==> src/rtl/imem_loader_if.sv <==
// Byte-stream handshake into the instruction memory loader.
// A byte moves on a rising edge where byte_valid and byte_ready are both high;
// the source holds byte_in/byte_valid until that edge, and byte_ready never depends on byte_valid.
interface imem_loader_if;
  logic [7:0] byte_in;
  logic       byte_valid;
  logic       byte_ready;

  modport master (output byte_in, output byte_valid, input byte_ready);
  modport slave  (input byte_in, input byte_valid, output byte_ready);
endinterface

==> src/rtl/imem_loader.sv <==
// Loads imem from a big-endian byte stream (16-bit word count header, then words)
// while holding the CPU in reset; releases the CPU once every declared word is written.
module imem_loader #(
  parameter int WORD_COUNT = 64,
  parameter int ADDR_LEN   = 32,
  parameter int INSTR_LEN  = 32
) (
  input  logic                 clk,
  input  logic                 rst,
  input  logic                 start,
  imem_loader_if.slave         stream,
  output logic                 imem_we,
  output logic [ADDR_LEN-1:0]  imem_addr,
  output logic [INSTR_LEN-1:0] imem_wdata,
  output logic                 cpu_rst,
  output logic                 load_done,
  output logic                 load_error,
  output logic [2:0]           state_dbg
);

  localparam int         IDX_W = $clog2(WORD_COUNT) + 1;
  localparam logic [15:0] MAX_N = 16'(WORD_COUNT);

  typedef enum logic [2:0] {
    S_IDLE   = 3'd0,
    S_HDR_HI = 3'd1,
    S_HDR_LO = 3'd2,
    S_DATA   = 3'd3,
    S_WRITE  = 3'd4,
    S_DONE   = 3'd5,
    S_ERROR  = 3'd6
  } state_t;

  state_t               state_q, state_d;
  logic [15:0]          count_q;
  logic [IDX_W-1:0]     word_idx_q;
  logic [1:0]           byte_cnt_q;
  logic [31:0]          shift_q;
  logic [ADDR_LEN-1:0]  addr_q;
  logic [INSTR_LEN-1:0] wdata_q;
  logic                 ready;
  logic                 xfer;
  logic [15:0]          hdr_n;
  logic                 last_word;

  assign ready     = (state_q == S_HDR_HI) || (state_q == S_HDR_LO) || (state_q == S_DATA);
  assign xfer      = ready && stream.byte_valid;
  assign hdr_n     = {count_q[15:8], stream.byte_in};
  assign last_word = (word_idx_q == IDX_W'(count_q - 16'd1));

  always_ff @(posedge clk or posedge rst) begin
    if (rst) state_q <= S_IDLE;
    else     state_q <= state_d;
  end

  always_comb begin
    state_d = state_q;
    case (state_q)
      S_IDLE:   if (start) state_d = S_HDR_HI;
      S_HDR_HI: if (xfer) state_d = S_HDR_LO;
      S_HDR_LO: begin
        if (xfer) begin
          if (hdr_n == 16'd0)     state_d = S_DONE;
          else if (hdr_n > MAX_N) state_d = S_ERROR;
          else                    state_d = S_DATA;
        end
      end
      S_DATA:   if (xfer && byte_cnt_q == 2'd3) state_d = S_WRITE;
      S_WRITE:  state_d = last_word ? S_DONE : S_DATA;
      S_DONE,
      S_ERROR:  if (start) state_d = S_HDR_HI;
      default:  state_d = S_IDLE;
    endcase
  end

  // Address and data are latched on the word's final byte so they stay stable outside WRITE.
  always_ff @(posedge clk or posedge rst) begin
    if (rst) begin
      count_q    <= '0;
      word_idx_q <= '0;
      byte_cnt_q <= '0;
      shift_q    <= '0;
      addr_q     <= '0;
      wdata_q    <= '0;
    end else begin
      case (state_q)
        S_HDR_HI: if (xfer) count_q[15:8] <= stream.byte_in;
        S_HDR_LO: begin
          if (xfer) begin
            count_q[7:0] <= stream.byte_in;
            word_idx_q   <= '0;
            byte_cnt_q   <= '0;
          end
        end
        S_DATA: begin
          if (xfer) begin
            shift_q    <= {shift_q[23:0], stream.byte_in};
            byte_cnt_q <= byte_cnt_q + 2'd1;
            if (byte_cnt_q == 2'd3) begin
              addr_q  <= ADDR_LEN'({word_idx_q, 2'b00});
              wdata_q <= INSTR_LEN'({shift_q[23:0], stream.byte_in});
            end
          end
        end
        S_WRITE: word_idx_q <= word_idx_q + IDX_W'(1);
        default: ;
      endcase
    end
  end

  always_comb begin
    stream.byte_ready = ready;
    imem_we           = (state_q == S_WRITE);
    cpu_rst           = (state_q != S_DONE);
    load_done         = (state_q == S_DONE);
    load_error        = (state_q == S_ERROR);
    imem_addr         = addr_q;
    imem_wdata        = wdata_q;
    state_dbg         = state_q;
  end

endmodule
==> src/flat_wrapper.sv <==
// flat-port wrapper written by rule: the top's interface ports become plain ports
module imem_loader_flat 
#(
  parameter int WORD_COUNT = 64,
  parameter int ADDR_LEN   = 32,
  parameter int INSTR_LEN  = 32
)
  (clk, rst, start, imem_we, imem_addr, imem_wdata, cpu_rst, load_done, load_error, state_dbg, stream_byte_in, stream_byte_valid, stream_byte_ready);
  imem_loader_if stream_i ();
  input  logic clk;
  input  logic rst;
  input  logic start;
  output logic imem_we;
  output logic [ADDR_LEN-1:0] imem_addr;
  output logic [INSTR_LEN-1:0] imem_wdata;
  output logic cpu_rst;
  output logic load_done;
  output logic load_error;
  output logic [2:0] state_dbg;
  input wire logic [$bits(stream_i.byte_in)-1:0] stream_byte_in;
  input wire logic [$bits(stream_i.byte_valid)-1:0] stream_byte_valid;
  output wire logic [$bits(stream_i.byte_ready)-1:0] stream_byte_ready;
  assign stream_i.byte_in = stream_byte_in;
  assign stream_i.byte_valid = stream_byte_valid;
  assign stream_byte_ready = stream_i.byte_ready;
  imem_loader #(.WORD_COUNT(WORD_COUNT), .ADDR_LEN(ADDR_LEN), .INSTR_LEN(INSTR_LEN)) u_core (.clk(clk), .rst(rst), .start(start), .stream(stream_i), .imem_we(imem_we), .imem_addr(imem_addr), .imem_wdata(imem_wdata), .cpu_rst(cpu_rst), .load_done(load_done), .load_error(load_error), .state_dbg(state_dbg));
endmodule
==> config.mk <==
export PLATFORM = sky130hd
export DESIGN_NAME = imem_loader_flat
export DESIGN_NICKNAME = d
export VERILOG_FILES = /design/src/rtl/imem_loader_if.sv /design/src/rtl/imem_loader.sv /design/src/flat_wrapper.sv
export SDC_FILE = /design/constraint.sdc
export NUM_CORES = 1
export LEC_CHECK = 0
export BUFFER_PORTS_ARGS = -buffer_cell sky130_fd_sc_hd__buf_2
export CELL_PAD_IN_SITES_DETAIL_PLACEMENT = 2
export CELL_PAD_IN_SITES_GLOBAL_PLACEMENT = 2
export CORE_MARGIN = 1.5
export CORE_UTILIZATION = 34
export CTS_BUF_LIST = sky130_fd_sc_hd__clkbuf_8
export DETAILED_ROUTE_END_ITERATION = 7
export HOLD_SLACK_MARGIN = 0.02
export PLACE_DENSITY = 0.8
export SYNTH_ARGS = -nofsm -noshare
export SYNTH_HDL_FRONTEND = slang
export SYNTH_SLANG_ARGS = --single-unit
==> constraint.sdc <==
create_clock -name clk -period 2.6 [get_ports clk]
set_clock_uncertainty 0.05 [all_clocks]
set_input_delay 0.39 -clock clk [delete_from_list [all_inputs] [get_ports clk]]
set_output_delay 0.39 -clock clk [all_outputs]
set_load 0.02 [all_outputs]
Word level (Yosys, flattened, before mapping)
Index checks and enable logic that the tools add are counted.
- eq/ne operators: 14
- mux-type cells: 13
- $lt $le $gt $ge: 1
- reductions and logical operators: 16
- add/sub/neg operators: 3
- operators with widths (operator ; count):
    3-bit two-way mux ; 7
    16-bit by 7-bit > comparator with 1-bit output (second input constant) ; 1
    16-bit logical NOT ; 1
    3-bit one-hot mux with 5 select lines ; 1
    7-bit one-hot mux with 2 select lines ; 1
    3-bit equality test (second input constant) ; 3
    2-bit by 1-bit inequality test with 1-bit output (second input constant) ; 4
    2-bit AND reduction ; 4
    7-bit by 1-bit adder with 7-bit output (second input constant) ; 1
    7-bit equality test ; 1
    7-bit two-way mux ; 1
    7-bit by 1-bit subtractor with 7-bit output (second input constant) ; 1
    3-bit by 2-bit equality test with 1-bit output (second input constant) ; 2
    3-bit AND reduction ; 2
    2-bit two-way mux ; 2
    2-bit one-hot mux with 2 select lines ; 1
    4-bit AND reduction ; 1
    2-bit nonzero test ; 2
    3-bit by 1-bit equality test with 1-bit output (second input constant) ; 1
    3-bit logical NOT ; 1
    3-bit inequality test (second input constant) ; 1
    3-bit OR reduction ; 1
    2-bit by 1-bit adder with 2-bit output (second input constant) ; 1
    2-bit equality test (second input constant) ; 1
    other kinds (3) ; 5
- bits of input ports: 12
- logic and storage cells: 55
- register bits after elaboration: 90

Logic depth before layout (Yosys ltp)
Gate-level depths: netlist (run 1).
- word-level depth: 7
- mapped depth: 7
- gate-level depth less buffers: 7

Worst setup path after synthesis (run 1)
OpenSTA, ideal clock, no wires.
- path kind: flip-flop to flip-flop
- start point: reg u_core.count_q[0]
- end point: reg u_core.state_q[1] (netlist: u_core.state_dbg[1])
- buffers on the path: 0
- data required time: 2.424 ns
- cell stages (with the launch flop): 8
- arrival: 1.954 ns
- setup time: 0.126 ns
- setup slack: 0.470 ns
- cell sequence: dfrtp_1 inv_1 ha_1 or3b_1 a211o_1 a211oi_2 o311ai_1 a221o_1
- longest elaborated chain between the ends: 4
- RTL lines (item ; RTL line ; text):
    start, declared ; imem_loader.sv:35 ; logic [15:0] count_q;
    start signal, assigned ; imem_loader.sv:90 ; count_q[7:0] <= stream.byte_in;
    7-bit by 1-bit subtractor with 7-bit output ; imem_loader.sv:49 ; assign last_word = (word_idx_q == IDX_W'(count_q - 16'd1));
    7-bit equality test ; imem_loader.sv:49 ;
    3-bit two-way mux ; imem_loader.sv:69 ; S_WRITE: state_d = last_word ? S_DONE : S_DATA;
    3-bit one-hot mux with 5 select lines ; imem_loader.sv:58 ; case (state_q)
    end signal, assigned ; imem_loader.sv:53 ; else state_q <= state_d;
    end, declared ; imem_loader.sv:34 ; state_t state_q, state_d;
Every way passes these cells.
A chain may end at the register's enable or synchronous reset.

Final worst setup path (run 1)
Same ends and word-level chain as after synthesis.

==> results of run 1 <==
-- metal layers --
layer | global-route usage (%) | up-vias | share of wire, %
met5 | 0 | - | 0
met4 | 6.33 | 0 | 2.0
met3 | 2.72 | 15 | 3.2
met2 | 28.2 | 49 | 54
met1 | 18.8 | 1362 | 40
li1 | - | 1187 | -
-- cell type report --
class                   count  area, um2  area share [%]
flip-flops and latches     90       2250            48.6
multi-input cells         205       1620            34.9
repair buffers             63        353            7.62
well taps                 143        179            3.86
clock buffers               9        124            2.67
clock inverters             7       76.3            1.65
inverters                   8       33.8           0.729
-- power groups by stage --
stage	Clock [mW]	Combinational, mW	Sequential (mW)
finish	0.961	1.88	2.40
global route	1.06	2.06	2.49
CTS	1.00	1.92	2.41
detailed placement	0	1.89	2.44
global placement	0	1.78	2.37
floorplan	0	1.14	2.55
-- worst max path at each step --
stage               cells after the start              start                  end  slack, ns
floorplan                               7  u_core.count_q[0]  u_core.state_dbg[1]       0.47
global placement                        7  u_core.count_q[0]  u_core.state_dbg[1]       0.39
detailed placement                      7  u_core.count_q[0]  u_core.state_dbg[1]       0.27
CTS                                     7  u_core.count_q[0]  u_core.state_dbg[1]       0.23
global route                            7  u_core.count_q[0]  u_core.state_dbg[1]       0.10
finish                                  7  u_core.count_q[0]  u_core.state_dbg[1]       0.24
-- flip-flops by register name, summed over array words and instances (netlist names) --
register	cells
u_core.byte_cnt_q	2
u_core.count_q	15
u_core.shift_q	24
u_core.word_idx_q	7
u_core.state_dbg	3
u_core.imem_addr	7
u_core.imem_wdata	32
-- cells in the mapped netlist (2+ instances only) --
| cell type | instances |
|---|---|
| o311ai_0 | 2 |
| mux2_2 | 75 |
| a21oi_1 | 7 |
| xnor2_1 | 6 |
| ha_1 | 3 |
| xor2_1 | 2 |
| dfrtp_1 | 90 |
| and3_1 | 4 |
| nor4_1 | 2 |
| nor2_1 | 10 |
| inv_1 | 6 |
| nand3b_1 | 2 |
| nand2b_1 | 4 |
| buf_2 | 6 |
| nand4_1 | 2 |
| mux2i_1 | 2 |
| nor3_1 | 4 |
| nand3_1 | 7 |
| nand2_1 | 14 |
| nor2b_1 | 2 |
| clkbuf_1 | 5 |
| buf_4 | 25 |
| o21ai_0 | 13 |
-- kinds of logic (layout without fill, tap and decap cells) --
group	count (synthesis)	count (layout)
buf+inv	44	87
flops	90	90
fa+ha+maj	3	3
other cells	1	25
mux	77	77
compound gates	34	34
simple gates	57	57
xor+xnor	9	9
-- through the flow --
step / hold slack, ns / utilization, % / instances / worst slack [ns]
after global placement: 0.405 / 38.5 / 509 / 0.386
final: 0.155 / 40.2 / 525 / 0.243
after floorplan: 0.392 / - / 339 / 0.470
after detailed placement: 0.442 / 38.5 / 509 / 0.269
after CTS: 0.168 / 40.2 / 525 / 0.231
after global routing: 0.210 / 40.2 / 525 / 0.103
-- placed cells by master, fill, tap and decap left out, types with 3 or more instances in the layout --
master / n
mux2_2: 75
inv_1: 5
dfrtp_1: 90
nand2b_1: 4
clkbuf_8: 9
nor3_1: 4
xnor2_1: 6
buf_2: 58
nand2_1: 14
and3_1: 4
ha_1: 3
a21oi_1: 7
nand3_1: 6
clkinvlp_4: 3
o21ai_0: 13
conb_1: 25
buf_4: 3
nor2_1: 10
==> results.json, run 1 <==
{
  "cts_tree": "built",
  "p_per_area_mw_per_mm2": 1130,
  "clkLatencyLatePin_ns": 0.36,
  "wire_per_inst_um": 17.6,
  "diodes": 0,
  "grt_pass1_vias": 2803,
  "grt_pass1_wl_um": 15400,
  "io_buffers": 58,
  "synth_ff_type": "dfrtp_1",
  "globalplace.congestion": 0.787,
  "cts_buffers": 9,
  "grt-ovfl-total": 0,
  "power_mw": 5.25,
  "switchingPower_mw": 1.97,
  "drt-initial-drc-count": 79,
  "grt_max_degree": 43,
  "grt_antenna_before_repair": 0,
  "path_clk_slew_ns": 0.09,
  "ff2ff_setup_slack_ns": 0.24,
  "worstMarginPinSlew_ns": 0.909,
  "cp_num_buf_inv": 1,
  "nets": 392,
  "cp-end-kind": "flop",
  "yosys_register_bits": 90,
  "ctsResizeCount": 0,
  "synthXorXnorAreaFrac_pct": 2.29,
  "synth-edff-count": 0,
  "dr.pass1.iters": 6,
  "start_util_pct": 35.1,
  "yosys.area.top_type_share_pct": 55.8,
  "hold_violations": 0,
  "power.share.switching_pct": 37.5,
  "fp-row-count": 39,
  "fmax_ghz": 0.424,
  "muxShareOfSynthArea_pct": 21.4,
  "r2r_start": "u_core.count_q[0]",
  "die_h_um": 112,
  "yosysUniqueCellTypes": 45,
  "seqPwrFrac_pct": 45.8,
  "clockRootBuffer": "clkbuf_8",
  "tns_ns": 0,
  "setup_viol": 0,
  "status": "finished, violations left",
  "synthesis.area_mm2": 0.00404,
  "synth-compound-area-share_pct": 5.51,
  "reg2reg_depth": 7,
  "worst_setup_path_start_kind": "flop",
  "cp_top_family": "compound AO/OA/AOI/OAI gates",
  "final_period_minus_worst_setup_slack_ns": 2.36,
  "path_max_fanout": 7,
  "pwr-share-clk_pct": 18.3,
  "leakage_nw": 2.31,
  "grt_use_total_pct": 15.7,
  "stdcell_area_mm2": 0.00463,
  "async_reset_ff_share_pct": 100,
  "fp.coreArea_mm2": 0.0115,
  "postPlaceCellArea_mm2": 0.00443,
  "peakVddDrop_mv": 0.443,
  "cp_data_required_time_ns": 2.79,
  "cap_violations": 0,
  "critPathKind": "reg2reg",
  "cp.arrival_ns": 2.55,
  "path_cells": "inv_1 > ha_1 > or3b_1 > a211o_1 > a211oi_2 > o311ai_1 > a221o_1",
  "detail_route.drc_violations": 8,
  "clk_path_buf_depth": 2,
  "combPwrFrac_pct": 35.8,
  "synth-adder-area-share_pct": 0.929,
  "dieArea_mm2": 0.0125,
  "max_stage_delay_ns": 0.44,
  "drv_slew": 0,
  "avgSynthCellArea_um2": 12.8,
  "critical-path-slowest-cell": "dfrtp_1",
  "syn_inst": 315,
  "antenna_left": 0,
  "die_x_um": 112,
  "drt_wl_total_um": 9240,
  "synth_top_family_by_area": "multiplexers",
  "cts_sinks": 90,
  "fin_crit_sh_pct": 90.6,
  "synth.area.top_cells": "dfrtp_1 (56%), mux2_2 (21%), buf_4 (4.6%)",
  "io_pins": 84,
  "drive_gt1_share_pct": 41.6,
  "dp_hpwl_um": 6470,
  "synth_seq_area_share_pct": 55.8,
  "yosysWarnings": 0,
  "fill_cells": 1182,
  "h-tree-depth": 3,
  "p_int_mw": 3.28,
  "avgViaCountPerCell": 4.98,
  "grt_setup_unrepaired": "no",
  "synthSimpleGateAreaFrac_pct": 7.40,
  "hp-class": "in2async",
  "area_growth_syn_to_layout_pct": 14.7,
  "dr_total_vias": 2613,
  "slew_headroom_pct": 39.3,
  "r2r_end": "u_core.state_dbg[1]",
  "hold_buffers": 0,
  "post-cts-setup-buffers": 0,
  "synth_top_area_cell": "dfrtp_1",
  "violations": "DRC"
}
No activity file was read; power rests on OpenSTA's default activity.
==> run 2, diff against run 1 <==
--- a/config.mk
+++ b/config.mk
@@ -13,6 +13,7 @@
 export CTS_BUF_LIST = sky130_fd_sc_hd__clkbuf_8
 export DETAILED_ROUTE_END_ITERATION = 7
 export HOLD_SLACK_MARGIN = 0.02
+export MAX_ROUTING_LAYER = met4
 export PLACE_DENSITY = 0.8
 export SYNTH_ARGS = -nofsm -noshare
 export SYNTH_HDL_FRONTEND = slang
==> run 2 against run 1 <==
Net effect:
- the flow still finishes with violations (DRC)
- first-iteration DRC count up 6.3%
- clock power hardly changed
- global-route usage is 0.50 points higher
- power about the same
- utilization unchanged
- routed wire length hardly changed
- sequential share of layout area is the same
- critical endpoint unchanged
- largest cell class unchanged
==> results.json, run 2 (synthesis gave the netlist of run 1 again) <==
{
  "clkLatencyLatePin_ns": 0.36,
  "detail_route.drc_violations": 8,
  "globalplace.congestion": 0.799,
  "h-tree-depth": 3,
  "pwr-share-clk_pct": 18.4,
  "fmax_ghz": 0.424,
  "slew_headroom_pct": 39.4,
  "worstMarginPinSlew_ns": 0.907,
  "grt_pass1_wl_um": 15400,
  "cts_buffers": 9,
  "p_int_mw": 3.28,
  "area_growth_syn_to_layout_pct": 14.7,
  "drv_slew": 0,
  "final_period_minus_worst_setup_slack_ns": 2.36,
  "combPwrFrac_pct": 35.8,
  "worst_setup_path_start_kind": "flop",
  "dieArea_mm2": 0.0125,
  "dr_total_vias": 2616,
  "multi_input_area_mm2": 0.00162,
  "cp-end-kind": "flop",
  "hp-class": "in2async",
  "cp.arrival_ns": 2.55,
  "die_h_um": 112,
  "critical-path-slowest-cell": "dfrtp_1",
  "grt_antenna_before_repair": 0,
  "cp_num_buf_inv": 1,
  "peakVddDrop_mv": 0.443,
  "cp_top_family": "compound AO/OA/AOI/OAI gates",
  "fill_cells": 1182,
  "largest_register_ffs": 32,
  "stdcell_area_mm2": 0.00463,
  "grt-ovfl-total": 0,
  "hold_buffers": 0,
  "leakage_nw": 2.31,
  "grt_max_degree": 43,
  "avgViaCountPerCell": 4.98,
  "drt_wl_total_um": 9230,
  "drive_gt1_share_pct": 41.6,
  "regArea_mm2": 0.00225,
  "max_stage_delay_ns": 0.44,
  "fp-row-count": 39,
  "violations": "DRC",
  "cp_data_required_time_ns": 2.79,
  "clockRootBuffer": "clkbuf_8",
  "tns_ns": 0,
  "critPathKind": "reg2reg",
  "diodes": 0,
  "antenna_left": 0,
  "status": "finished, violations left",
  "grt_use_total_pct": 16.2,
  "grt_setup_unrepaired": "no",
  "cts_sinks": 90,
  "cap_violations": 0,
  "nets": 392,
  "die_x_um": 112,
  "seqPwrFrac_pct": 45.8,
  "fin_crit_sh_pct": 90.7,
  "drt-initial-drc-count": 84,
  "dr.pass1.iters": 6,
  "clk_path_buf_depth": 2,
  "io_buffers": 58,
  "final_common_cell": "dfrtp_1",
  "most-common-layout-cells": "dfrtp_1 (90), mux2_2 (75), buf_2 (58)",
  "start_util_pct": 35.1,
  "dp_hpwl_um": 6470,
  "setup_viol": 0,
  "p_per_area_mw_per_mm2": 1130,
  "postPlaceCellArea_mm2": 0.00443,
  "hold_violations": 0,
  "power.share.switching_pct": 37.5,
  "path_cells": "inv_1 > ha_1 > or3b_1 > a211o_1 > a211oi_2 > o311ai_1 > a221o_1",
  "path_max_fanout": 7,
  "io_pins": 84,
  "switchingPower_mw": 1.97,
  "grt_pass1_vias": 2806,
  "fp.coreArea_mm2": 0.0115,
  "utilization_pct": 40.2,
  "ctsResizeCount": 0,
  "wire_per_inst_um": 17.6,
  "cts_tree": "built",
  "path_clk_slew_ns": 0.09,
  "post-cts-setup-buffers": 0
}
-- run 2: cell counts in the layout (fill, tap and decap cells not counted) --
Identical to the previous run, type by type.
-- run 2: layout make-up --
cell class,count,share of cell area (%)
Tap cell,143,3.86
Timing Repair Buffer,63,7.62
Sequential cell,90,48.6
Inverter,8,0.729
Clock buffer,9,2.67
Multi-Input combinational cell,205,34.9
Clock inverter,7,1.65
-- run 2: per-layer routing --
metal	global-route usage (%)	up-vias	wire length (um)
met5	-	-	0
met4	6.33	0	182
li1	-	1187	-
met2	28.3	49	5030
met1	18.8	1361	3720
met3	2.78	19	298
-- run 2: worst reg2reg max path, cell delays in order (launching register included) --
cell	delay, ns
dfrtp_1	0.44
inv_1	0.12
ha_1	0.29
or3b_1	0.38
a211o_1	0.30
a211oi_2	0.15
o311ai_1	0.15
a221o_1	0.37
-- run 2: final timing paths --
| check | startpoint | cells after the start | to | slack [ns] |
|---|---|---|---|---|
| min reg2reg | u_core.imem_addr[5] | 1 | u_core.imem_addr[5] | 0.45 |
| min | rst | 2 | u_core.imem_wdata[25] | 0.15 |
| max reg2reg | u_core.count_q[0] | 7 | u_core.state_dbg[1] | 0.24 |
| min in group clk | stream_byte_in[7] | 2 | u_core.count_q[15] | 0.25 |
| max | u_core.count_q[0] | 7 | u_core.state_dbg[1] | 0.24 |
| max in group asynchronous | rst | 3 | u_core.count_q[14] | 1.69 |
-- run 2: power by group through the flow --
stage / clock network (mW) / registers (mW) / logic [mW]
CTS: 1.00 / 2.41 / 1.92
global placement: 0 / 2.37 / 1.78
global route: 1.06 / 2.49 / 2.06
finish: 0.963 / 2.40 / 1.88
floorplan: 0 / 2.55 / 1.14
detailed placement: 0 / 2.44 / 1.89
-- run 2: stage by stage --
stage | cells | hold WS, ns | total power, mW | setup slack [ns]
4_1_cts | 525 | 0.168 | 5.33 | 0.231
3_3_place_gp | 509 | 0.405 | 4.15 | 0.386
2_1_floorplan | 339 | 0.392 | 3.70 | 0.470
5_1_grt | 525 | 0.210 | 5.61 | 0.103
6_report | 525 | 0.155 | 5.25 | 0.242
3_5_place_dp | 509 | 0.442 | 4.32 | 0.269
==> run 3, diff against run 2 <==
--- a/config.mk
+++ b/config.mk
@@ -14,7 +14,7 @@
 export DETAILED_ROUTE_END_ITERATION = 7
 export HOLD_SLACK_MARGIN = 0.02
 export MAX_ROUTING_LAYER = met4
-export PLACE_DENSITY = 0.8
+export PLACE_DENSITY_LB_ADDON = 0.2
 export SYNTH_ARGS = -nofsm -noshare
 export SYNTH_HDL_FRONTEND = slang
 export SYNTH_SLANG_ARGS = --single-unit
==> run 3 against run 2 <==
Net effect:
- the run still ends with DRC left
- utilization down 0.23 points
- via count down 2.6%
- clock power decreased by 7.7%
- critical path depth did not move
- global-route usage is 0.56 points lower
- worst setup slack better by 0.032 ns
- die area stayed put
- final cell count up 0.19%
- worst hold slack lost 0.063 ns
- routed wire length is 4.8% lower
- combinational power is 2% lower
- sequential power is essentially flat
- critical path type unchanged
- critical endpoint unchanged
- largest power group unchanged
==> results.json, run 3 (synthesis gave the netlist of run 1 again) <==
{
  "io_pins": 84,
  "cp_data_required_time_ns": 2.81,
  "setup_viol": 0,
  "fmax_ghz": 0.430,
  "dp_hpwl_um": 6230,
  "hold_violations": 0,
  "wire_per_inst_um": 16.7,
  "hp-class": "in2async",
  "cts_sinks": 90,
  "detail_route.drc_violations": 16,
  "nets": 393,
  "dr.pass1.iters": 8,
  "leakage_nw": 2.31,
  "ctsResizeCount": 0,
  "reg2reg_depth": 7,
  "fp-row-count": 39,
  "h-tree-depth": 3,
  "pwr-share-clk_pct": 17.4,
  "switchingPower_mw": 1.90,
  "cp.arrival_ns": 2.53,
  "power.share.switching_pct": 37.3,
  "cp-end-kind": "flop",
  "globalplace.congestion": 0.803,
  "area_growth_syn_to_layout_pct": 14.1,
  "final_period_minus_worst_setup_slack_ns": 2.33,
  "cts_tree": "built",
  "busiest_layer": "met2",
  "layoutNonFillerInstCount": 526,
  "r2r_start": "u_core.count_q[0]",
  "grt_antenna_before_repair": 0,
  "tns_ns": 0,
  "hold_buffers": 0,
  "seqPwrFrac_pct": 46.6,
  "ff2ff_setup_slack_ns": 0.27,
  "drt_wl_total_um": 8790,
  "critPathKind": "reg2reg",
  "peakVddDrop_mv": 0.436,
  "grt_setup_unrepaired": "no",
  "clkLatencyLatePin_ns": 0.37,
  "drv_slew": 0,
  "worst_setup_path_start_kind": "flop",
  "p_int_mw": 3.21,
  "post-place-cells": 510,
  "die_x_um": 112,
  "io_buffers": 58,
  "path_max_fanout": 7,
  "fp.coreArea_mm2": 0.0115,
  "die_h_um": 112,
  "start_util_pct": 35.1,
  "r2r_end": "u_core.state_dbg[1]",
  "path_clk_slew_ns": 0.09,
  "clockRootBuffer": "clkbuf_8",
  "grt_use_met2_pct": 25.1,
  "grtUsageMet1_pct": 19.5,
  "diodes": 0,
  "grt_pass1_vias": 2739,
  "dieArea_mm2": 0.0125,
  "largest_register_ffs": 32,
  "fin_crit_sh_pct": 89.4,
  "post-cts-setup-buffers": 0,
  "violations": "DRC",
  "drive_gt1_share_pct": 41.5,
  "use_met3_pct": 2.67,
  "p_per_area_mw_per_mm2": 1110,
  "most-common-layout-cells": "dfrtp_1 (90), mux2_2 (75), buf_2 (58)",
  "grt-ovfl-total": 0,
  "grt_max_degree": 91,
  "final_common_cell": "dfrtp_1",
  "cap_violations": 0,
  "antenna_left": 0,
  "grt_use_total_pct": 15.7,
  "fill_cells": 1208,
  "clk_path_buf_depth": 2,
  "drt-initial-drc-count": 119,
  "status": "finished, violations left",
  "cts_buffers": 9,
  "grt_pass1_wl_um": 14800,
  "avgViaCountPerCell": 4.84,
  "combPwrFrac_pct": 36.0,
  "dr_total_vias": 2548
}
[run 3: changes by cell type in the layout (fill, tap and decap cells not counted), sizes merged]
cell,change
buf,+1
bufinv,-1
clkbuf,+1
clkinv,-1
inv,+1
[run 3: critical path, stage by stage, from the launching register on]
cell and delay, ns:
dfrtp_1 0.44, inv_1 0.10, ha_1 0.28, or3b_1 0.39
a211o_1 0.31, a211oi_2 0.14, o311ai_1 0.15, a221o_1 0.36
[run 3: final cells by class]
type                            instances  area [um2]  area share [%]
Inverter                                8        33.8           0.733
Tap cell                              143         179            3.88
Clock buffer                           10         138            2.99
Sequential cell                        90        2250            48.9
Clock inverter                          6        41.3           0.896
Multi-Input combinational cell        205        1620            35.1
Timing Repair Buffer                   64         348            7.55
[run 3: worst max path at each step]
stage / start / to / slack [ns] / cells past startpoint
after detailed placement: u_core.count_q[0] / u_core.state_dbg[1] / 0.28 / 7
after floorplan: u_core.count_q[0] / u_core.state_dbg[1] / 0.47 / 7
after global placement: u_core.count_q[0] / u_core.state_dbg[1] / 0.37 / 7
final: u_core.count_q[0] / u_core.state_dbg[1] / 0.27 / 7
after global routing: u_core.count_q[0] / u_core.state_dbg[1] / 0.11 / 7
after CTS: u_core.state_dbg[0] / imem_we / 0.25 / 4
[run 3: power groups by stage]
stage                     logic [mW]  clock network (mW)  registers [mW]
after floorplan                 1.14                   0            2.55
after global placement          1.80                   0            2.38
after detailed placement        1.87                   0            2.43
after CTS                       1.88               0.940            2.39
after global routing            2.03               0.993            2.48
final                           1.84               0.889            2.38
[run 3: stage by stage]
step	total power [mW]	area (um2)	setup slack (ns)	util, %	hold slack [ns]
floorplan	3.70	4130	0.470	-	0.392
global placement	4.19	4430	0.366	38.5	0.409
detailed placement	4.30	4430	0.279	38.5	0.417
CTS	5.22	4610	0.246	40.0	0.120
global route	5.50	4610	0.114	40.0	0.129
finish	5.11	4610	0.275	40.0	0.0918
[run 3: routing by layer]
layer / wire [um] / part of all wire [%] / up-vias
met5: 0 / 0 / -
met4: 211 / 2.4 / 0
met3: 280 / 3.2 / 18
met2: 4390 / 50 / 55
met1: 3910 / 44 / 1291
li1: - / - / 1184
